--- config.mk ---
export PLATFORM = sky130hd
export DESIGN_NAME = i2s_dac_tx
export DESIGN_NICKNAME = d
export VERILOG_FILES = /design/src/rtl/i2s_dac_tx.sv
export SDC_FILE = /design/constraint.sdc
export NUM_CORES = 1
export LEC_CHECK = 0
export CAP_MARGIN = 20
export CORE_MARGIN = 4
export CORE_UTILIZATION = 44
export DETAILED_ROUTE_END_ITERATION = 8
export DONT_BUFFER_PORTS = 1
export GPL_TIMING_DRIVEN = 1
export HOLD_SLACK_MARGIN = 0.05
export SYNTH_ARGS = -nofsm -noshare
export SYNTH_HDL_FRONTEND = slang
export SYNTH_SLANG_ARGS = --single-unit
--- constraint.sdc ---
create_clock -name CLK -period 1.5 [get_ports CLK]
set_input_delay 0.15 -clock CLK [delete_from_list [all_inputs] [get_ports CLK]]
set_output_delay 0.15 -clock CLK [all_outputs]
set_load 0.02 [all_outputs]
--- src/rtl/i2s_dac_tx.sv ---
// I2S slave transmitter: resamples the codec's bclk/daclrck on CLK and shifts a held stereo pair
// out MSB-first. A one-deep holding register decouples the producer strobe from frame timing.
module i2s_dac_tx #(
  parameter int DATA_WIDTH  = 32,
  parameter int SLOT_WIDTH  = 32,
  parameter int SYNC_STAGES = 2
) (
  input  logic                         CLK,
  input  logic                         rst,
  input  logic                         en,
  input  logic signed [DATA_WIDTH-1:0] x_left,
  input  logic signed [DATA_WIDTH-1:0] x_right,
  input  logic                         audio_ready,
  input  logic                         clr_status,
  input  logic                         bclk,
  input  logic                         daclrck,
  output logic                         dacdat,
  output logic                         sample_taken,
  output logic [1:0]                   status
);

  localparam int CW = $clog2(SLOT_WIDTH + 1);
  localparam logic [CW-1:0] DW_C = CW'(DATA_WIDTH);
  localparam logic [CW-1:0] SW_C = CW'(SLOT_WIDTH);

  logic [SYNC_STAGES-1:0]        bclk_sync_q, lrck_sync_q;
  logic                          bclk_dly_q, lrck_prev_q;
  logic signed [DATA_WIDTH-1:0]  hold_l_q, hold_r_q, frame_l_q, frame_r_q;
  logic                          hold_valid_q, hold_valid_d;
  logic [DATA_WIDTH-1:0]         shift_q, shift_d;
  logic [CW-1:0]                 bit_cnt_q, bit_cnt_d;
  logic                          dacdat_q, dacdat_d;
  logic                          taken_q;
  logic [1:0]                    status_q, status_d;

  logic bclk_s, lrck_s, bclk_rise, bclk_fall;
  logic left_bnd, right_bnd, transfer, underrun, overrun;

  assign bclk_s    = bclk_sync_q[SYNC_STAGES-1];
  assign lrck_s    = lrck_sync_q[SYNC_STAGES-1];
  assign bclk_rise = bclk_s & ~bclk_dly_q;
  assign bclk_fall = ~bclk_s & bclk_dly_q;
  assign left_bnd  = bclk_rise & (lrck_s != lrck_prev_q) & ~lrck_s;
  assign right_bnd = bclk_rise & (lrck_s != lrck_prev_q) & lrck_s;
  assign transfer  = left_bnd & en & hold_valid_q;
  assign underrun  = left_bnd & en & ~hold_valid_q;
  // A strobe landing on the transfer cycle refills the just-emptied holding register: not an overrun.
  assign overrun   = audio_ready & hold_valid_q & en & ~transfer;

  always_comb begin
    shift_d   = shift_q;
    bit_cnt_d = bit_cnt_q;
    dacdat_d  = dacdat_q;
    if (left_bnd) begin
      shift_d   = !en ? '0 : (transfer ? hold_l_q : frame_l_q);
      bit_cnt_d = '0;
    end else if (right_bnd) begin
      shift_d   = en ? frame_r_q : '0;
      bit_cnt_d = '0;
    end else if (bclk_fall) begin
      if (bit_cnt_q < DW_C) begin
        dacdat_d = shift_q[DATA_WIDTH-1];
        shift_d  = shift_q << 1;
      end else begin
        dacdat_d = 1'b0;
      end
      if (bit_cnt_q < SW_C) bit_cnt_d = bit_cnt_q + 1'b1;
    end
    hold_valid_d = audio_ready | (hold_valid_q & ~transfer);
    status_d     = (clr_status ? 2'b00 : status_q) | {overrun, underrun};
  end

  always_ff @(posedge CLK or negedge rst) begin
    if (!rst) begin
      bclk_sync_q  <= '0;
      lrck_sync_q  <= '1;
      bclk_dly_q   <= 1'b0;
      lrck_prev_q  <= 1'b1;
      hold_l_q     <= '0;
      hold_r_q     <= '0;
      frame_l_q    <= '0;
      frame_r_q    <= '0;
      hold_valid_q <= 1'b0;
      shift_q      <= '0;
      bit_cnt_q    <= '0;
      dacdat_q     <= 1'b0;
      taken_q      <= 1'b0;
      status_q     <= 2'b00;
    end else begin
      bclk_sync_q  <= {bclk_sync_q[SYNC_STAGES-2:0], bclk};
      lrck_sync_q  <= {lrck_sync_q[SYNC_STAGES-2:0], daclrck};
      bclk_dly_q   <= bclk_s;
      if (bclk_rise) lrck_prev_q <= lrck_s;
      if (audio_ready) begin
        hold_l_q <= x_left;
        hold_r_q <= x_right;
      end
      if (transfer) begin
        frame_l_q <= hold_l_q;
        frame_r_q <= hold_r_q;
      end
      hold_valid_q <= hold_valid_d;
      shift_q      <= shift_d;
      bit_cnt_q    <= bit_cnt_d;
      dacdat_q     <= dacdat_d;
      taken_q      <= transfer;
      status_q     <= status_d;
    end
  end

  assign dacdat       = dacdat_q;
  assign sample_taken = taken_q;
  assign status       = status_q;

endmodule

* Word level (Yosys, flattened, before mapping) *
Index checks and enable logic that the tools add are counted.

cells by class
  add/sub/neg operators = 1
  multiply operators = 0
  divide/modulo/power cells = 0
  magnitude comparators = 1
  equality and inequality tests = 1
  shift operators = 0
  muxes and demuxes = 13
  bitwise gates (word level) = 21
  reductions and logical operators = 4

operators with widths
  cell                                                           number
  32-bit 2-to-1 mux                                              7
  6-bit 2-to-1 mux                                               4
  1-bit AND                                                      12
  1-bit inverter                                                 7
  6-bit by 1-bit adder with 6-bit output, second input constant  1
  6-bit less-than comparator, second input constant              1
  3-bit nonzero test                                             2
  3-bit AND reduction                                            1
  2-bit 2-to-1 mux                                               1
  2-bit bitwise OR                                               1
  2-bit AND reduction                                            1
  1-bit 2-to-1 mux                                               1
  1-bit inequality test                                          1
  1-bit bitwise OR                                               1

storage, ports and cells
  register bits after elaboration = 177
  bits in latches = 0
  RAM bits = 0
  bits in read-only memories = 0
  input bits = 71
  output and inout bits = 4
  word-level logic and storage cells = 55
  memories = 0

* Longest topological paths before layout *
  depth in word-level cells = 9
  gate-level depth with buffers = 7
  gate-level depth less buffers = 4

* Worst setup path before layout *
OpenSTA, ideal clock, no wires.

  path type = register -> register
  start point = reg lrck_prev_q
  end point = reg frame_l_q[10]
  library setup time = 125 ps
  data arrival time = 1,522 ps
  required time = 1,375 ps
  setup slack = -147 ps
  stages on the path, launching flop included = 7
  path buffers = 3
  period minus slack after synthesis = 1,647 ps
  cells stage by stage = dfstp_2 > nand4bb_1 > buf_4 > nor2_4 > buf_6 > buf_6 > mux2_2

on the way
  word-level cells in the longest chain between the ends = 6

ends and longest elaborated chain
  element                 RTL line  source
  from (decl)             27        logic bclk_dly_q, lrck_prev_q;
  from (signal assigned)  93        if (bclk_rise) lrck_prev_q <= lrck_s;
  1-bit inequality test   43        assign left_bnd = bclk_rise & (lrck_s != lrck_prev_q) & ~lrck_s;
  1-bit AND (2 in a row)  43
  1-bit AND (2 in a row)  45        assign transfer = left_bnd & en & hold_valid_q;
  32-bit 2-to-1 mux       n/a
  to (signal assigned)    99        frame_l_q <= hold_l_q;
  to (decl)               28        logic signed [DATA_WIDTH-1:0] hold_l_q, hold_r_q, frame_l_q, frame_r_q;

Every way passes these cells.
A chain may end at the register's enable or synchronous reset.

* Worst setup path after layout *
  start point = reg lrck_prev_q
  end point = reg shift_q[0]

on the way
  word-level cells in the longest chain between the ends = 8
  elaborated cells on any way between the ends = 13
  classes of those cells = 1 x eq/ne; 4 x mux; 5 x bitwise; 3 x reduce/logical

ends and longest elaborated chain
  element                    RTL line  source
  1-bit inequality test (*)  43, 44
  1-bit AND (*)              43, 44
  1-bit AND                  43
  1-bit AND (2 in a row)     45
  32-bit 2-to-1 mux          n/a
  32-bit 2-to-1 mux          55        shift_d = !en ? '0 : (transfer ? hold_l_q : frame_l_q);
  32-bit 2-to-1 mux          54        if (left_bnd) begin
  to (signal assigned)       103       shift_q <= shift_d;
  to (decl)                  30        logic [DATA_WIDTH-1:0] shift_q, shift_d;

Every way passes the cells marked *; elsewhere a longest branch is shown, timed or not.

==> flow_summary.json <==
{
  "drive_gt1_frac": 0.4704,
  "tightest_slew_ps": 278.2,
  "cts_buffer_depth": 2,
  "cts_tree": "built",
  "netlist-cell-type-count": 43,
  "htreeDepth": 4,
  "power_leakage_nw": 4.528,
  "syn_nets": 622,
  "grt_pass1_wl_um": 29880,
  "slew_violations": 0,
  "clock_skew_ps": 9.743,
  "synthFlopType": "dfrtp_1",
  "startpoint_type": "register",
  "core-area_sq_mm": 0.01676,
  "placed_area_sq_mm": 0.008029,
  "nets": 802,
  "crit_type": "reg2reg",
  "routabilityCongestion": 0.7877,
  "die_area_sq_mm": 0.01944,
  "antenna_found_initial": 0,
  "clock_latency_ps": 430,
  "synth_cells": 550,
  "post-place-ws_ps": -209.7,
  "drtAntennaViolNets": 0,
  "die_x_um": 139.4,
  "synth_most_common_cell": "dfrtp_1",
  "ios": 75,
  "fin_tns_setup_ps": -13470,
  "numClockSinks": 177,
  "grt_max_degree": 178,
  "rows": 47,
  "drcViolationCount": 0,
  "drtIter0Drc": 325,
  "outcome": "finished, violations left",
  "rsz0062_at_grt": "true",
  "ys_async_sr_fraction": 1.000,
  "syn_avg_cell_area_sq_um": 13.82,
  "area_delta_synth_final_pct": 42.95,
  "grt_usage": 0.1932,
  "first_global_vias": 5662,
  "start_util": 0.4535,
  "report.final.hold_viol_count": 177,
  "n_antenna_cell": 0,
  "synth-seq-cells": 177,
  "wl_per_cell_um": 19.43,
  "synth-edff-count": 0,
  "crit_fanout": 3,
  "required_ps": 1810,
  "dp_hpwl_um": 9956,
  "relSlewSlack": 0.8145,
  "netlist_area_sq_mm": 0.007600,
  "worst_slack_ps": -218.8,
  "end_kind": "register",
  "routed-via-count": 5251,
  "fillCellCount": 1202,
  "post-route-min-period_ps": 1719,
  "yosysSeqAreaShare": 0.5833,
  "netlist_top_cells_area": "dfrtp_1, mux2_2, a22oi_1, buf_6, a21oi_1",
  "finalInstanceArea_sq_mm": 0.01086,
  "synth_largest_area_cell": "dfrtp_1",
  "hold_path_class": "in2async",
  "cap_viol_max_count": 0,
  "first_pass_iters": 5,
  "dp.cells": 769,
  "fin_crit_sh": 1.146,
  "peakVddDrop_v": 0.0009225,
  "via_per_inst": 5.458,
  "whs_ps": -587.3,
  "cts-root-buf": "clkbuf_16",
  "grt-ovfl-total": 0,
  "violations": "hold timing, setup timing",
  "die_h_um": 139.4,
  "yosysWarnings": 0,
  "synth_top_cells_by_count": "dfrtp_1, mux2_2, nor2_1, a22oi_1, a21oi_1",
  "fmax_mhz": 581.8,
  "port_buffers": 0,
  "hold_buffers": 133,
  "wl_um": 18700,
  "finalSetupViolCount": 96,
  "final_cell_count_no_fill": 962,
  "numCtsBuffers": 17,
  "clkSlewWorstSetupHoldPaths_ps": 70,
  "p_per_area_mw_per_mm2": 1266,
  "netlist.area_leader.share": 0.5729,
  "worstPathArrival_ps": 2030
}
[sequential cells by signal, indices dropped and copies added (netlist names)]
register,cells
hold_r_q,32
frame_l_q,32
hold_l_q,32
sample_taken,1
bclk_sync_q,2
status,2
frame_r_q,32
bclk_dly_q,1
dacdat,1
bit_cnt_q,6
hold_valid_q,1
shift_q,32
lrck_prev_q,1
lrck_sync_q,2
[power breakdown]
group	leakage (nW)	switching, mW	total (mW)	internal (mW)
logic	2.12	0.904	2.68	1.77
clock network	0.289	1.85	4.56	2.71
registers	2.12	0.728	6.51	5.79
total	4.53	3.48	13.8	10.3
[routing by layer]
layer | vias to the layer above | part of all wire | wire length (um) | GRT usage
met5 | - | 0 | 0 | 0
met4 | 0 | 0.024 | 443 | 0.07312
met3 | 41 | 0.041 | 769 | 0.04014
met2 | 143 | 0.51 | 9491 | 0.3260
met1 | 2697 | 0.43 | 7991 | 0.2459
li1 | 2370 | - | - | -
[cell usage in the layout, fill, tap and decap left out, types with 6 or more instances in the layout]
cell type,synthesis,layout
o21ai_2,0,14
dlygate4sd3_1,0,133
buf_6,14,23
buf_12,0,15
clkbuf_16,0,18
a21oi_2,3,16
mux2_4,1,14
a21oi_1,27,14
a22oi_2,0,27
dfrtp_1,174,173
nor2_4,1,6
a32o_1,13,11
nor2_2,0,9
buf_4,5,20
nand2_1,10,7
mux2_2,156,143
nor2_1,36,22
[cells by family after synthesis]
group	share of synthesized area
adder cells (fa/ha/maj)	0.001646
XOR/XNOR	0.005763
buffers and inverters	0.03672
AND/OR/NAND/NOR	0.04412
flip-flops	0.5833
AO/OA/AOI/OAI	0.09269
multiplexers	0.2358
[critical path: stages (launching register included)]
cell	delay, ps
dfstp_2	570
nand4bb_4	140
nor2_4	160
buf_6	130
mux2_4	300
a221o_1	300
[repair_timing]
| action | in CTS | in global routing |
|---|---|---|
| setup endpoints to repair | 95 | 103 |
| cloned | 8 | 1 |
| gates resized for setup | 103 | 56 |
| pin swaps | 46 | 22 |
| endpoints found under the hold margin | 248 | 177 |
| buffers inserted | 16 | 10 |
[metrics by stage]
step | total power, mW | util | hold slack (ps)
after CTS | 13.60 | 0.6340 | -608.7
final | 13.75 | 0.6482 | -587.3
after detailed placement | 8.239 | 0.4791 | -138.1
after global placement | 8.124 | 0.4791 | -139.1
after global routing | 14.39 | 0.6482 | -602.4
after floorplan | 7.762 | - | -145.6
[worst paths after layout]
| path | startpoint | endpoint | slack [ps] | cells past startpoint |
|---|---|---|---|---|
| max | lrck_prev_q | shift_q[0] | -220 | 5 |
| min | rst | frame_l_q[29] | -590 | 0 |
| max reg2reg | lrck_prev_q | shift_q[0] | -220 | 5 |
| min reg2reg | lrck_sync_q[0] | lrck_sync_q[1] | 370 | 0 |
| max in group asynchronous | rst | lrck_sync_q[0] | 1860 | 0 |
| min in group CLK | en | sample_taken | 190 | 4 |
[area by class of cell]
class | count | area (sq um) | area share
Timing Repair Buffer | 197 | 2191 | 0.2017
Inverter | 2 | 7.507 | 0.0006910
Clock inverter | 11 | 156.4 | 0.01440
Sequential cell | 177 | 4434 | 0.4082
Multi-Input combinational cell | 335 | 3343 | 0.3077
Clock buffer | 20 | 456.7 | 0.04204
Tap cell | 220 | 275.3 | 0.02534
Power figures use the tool's default switching activity.
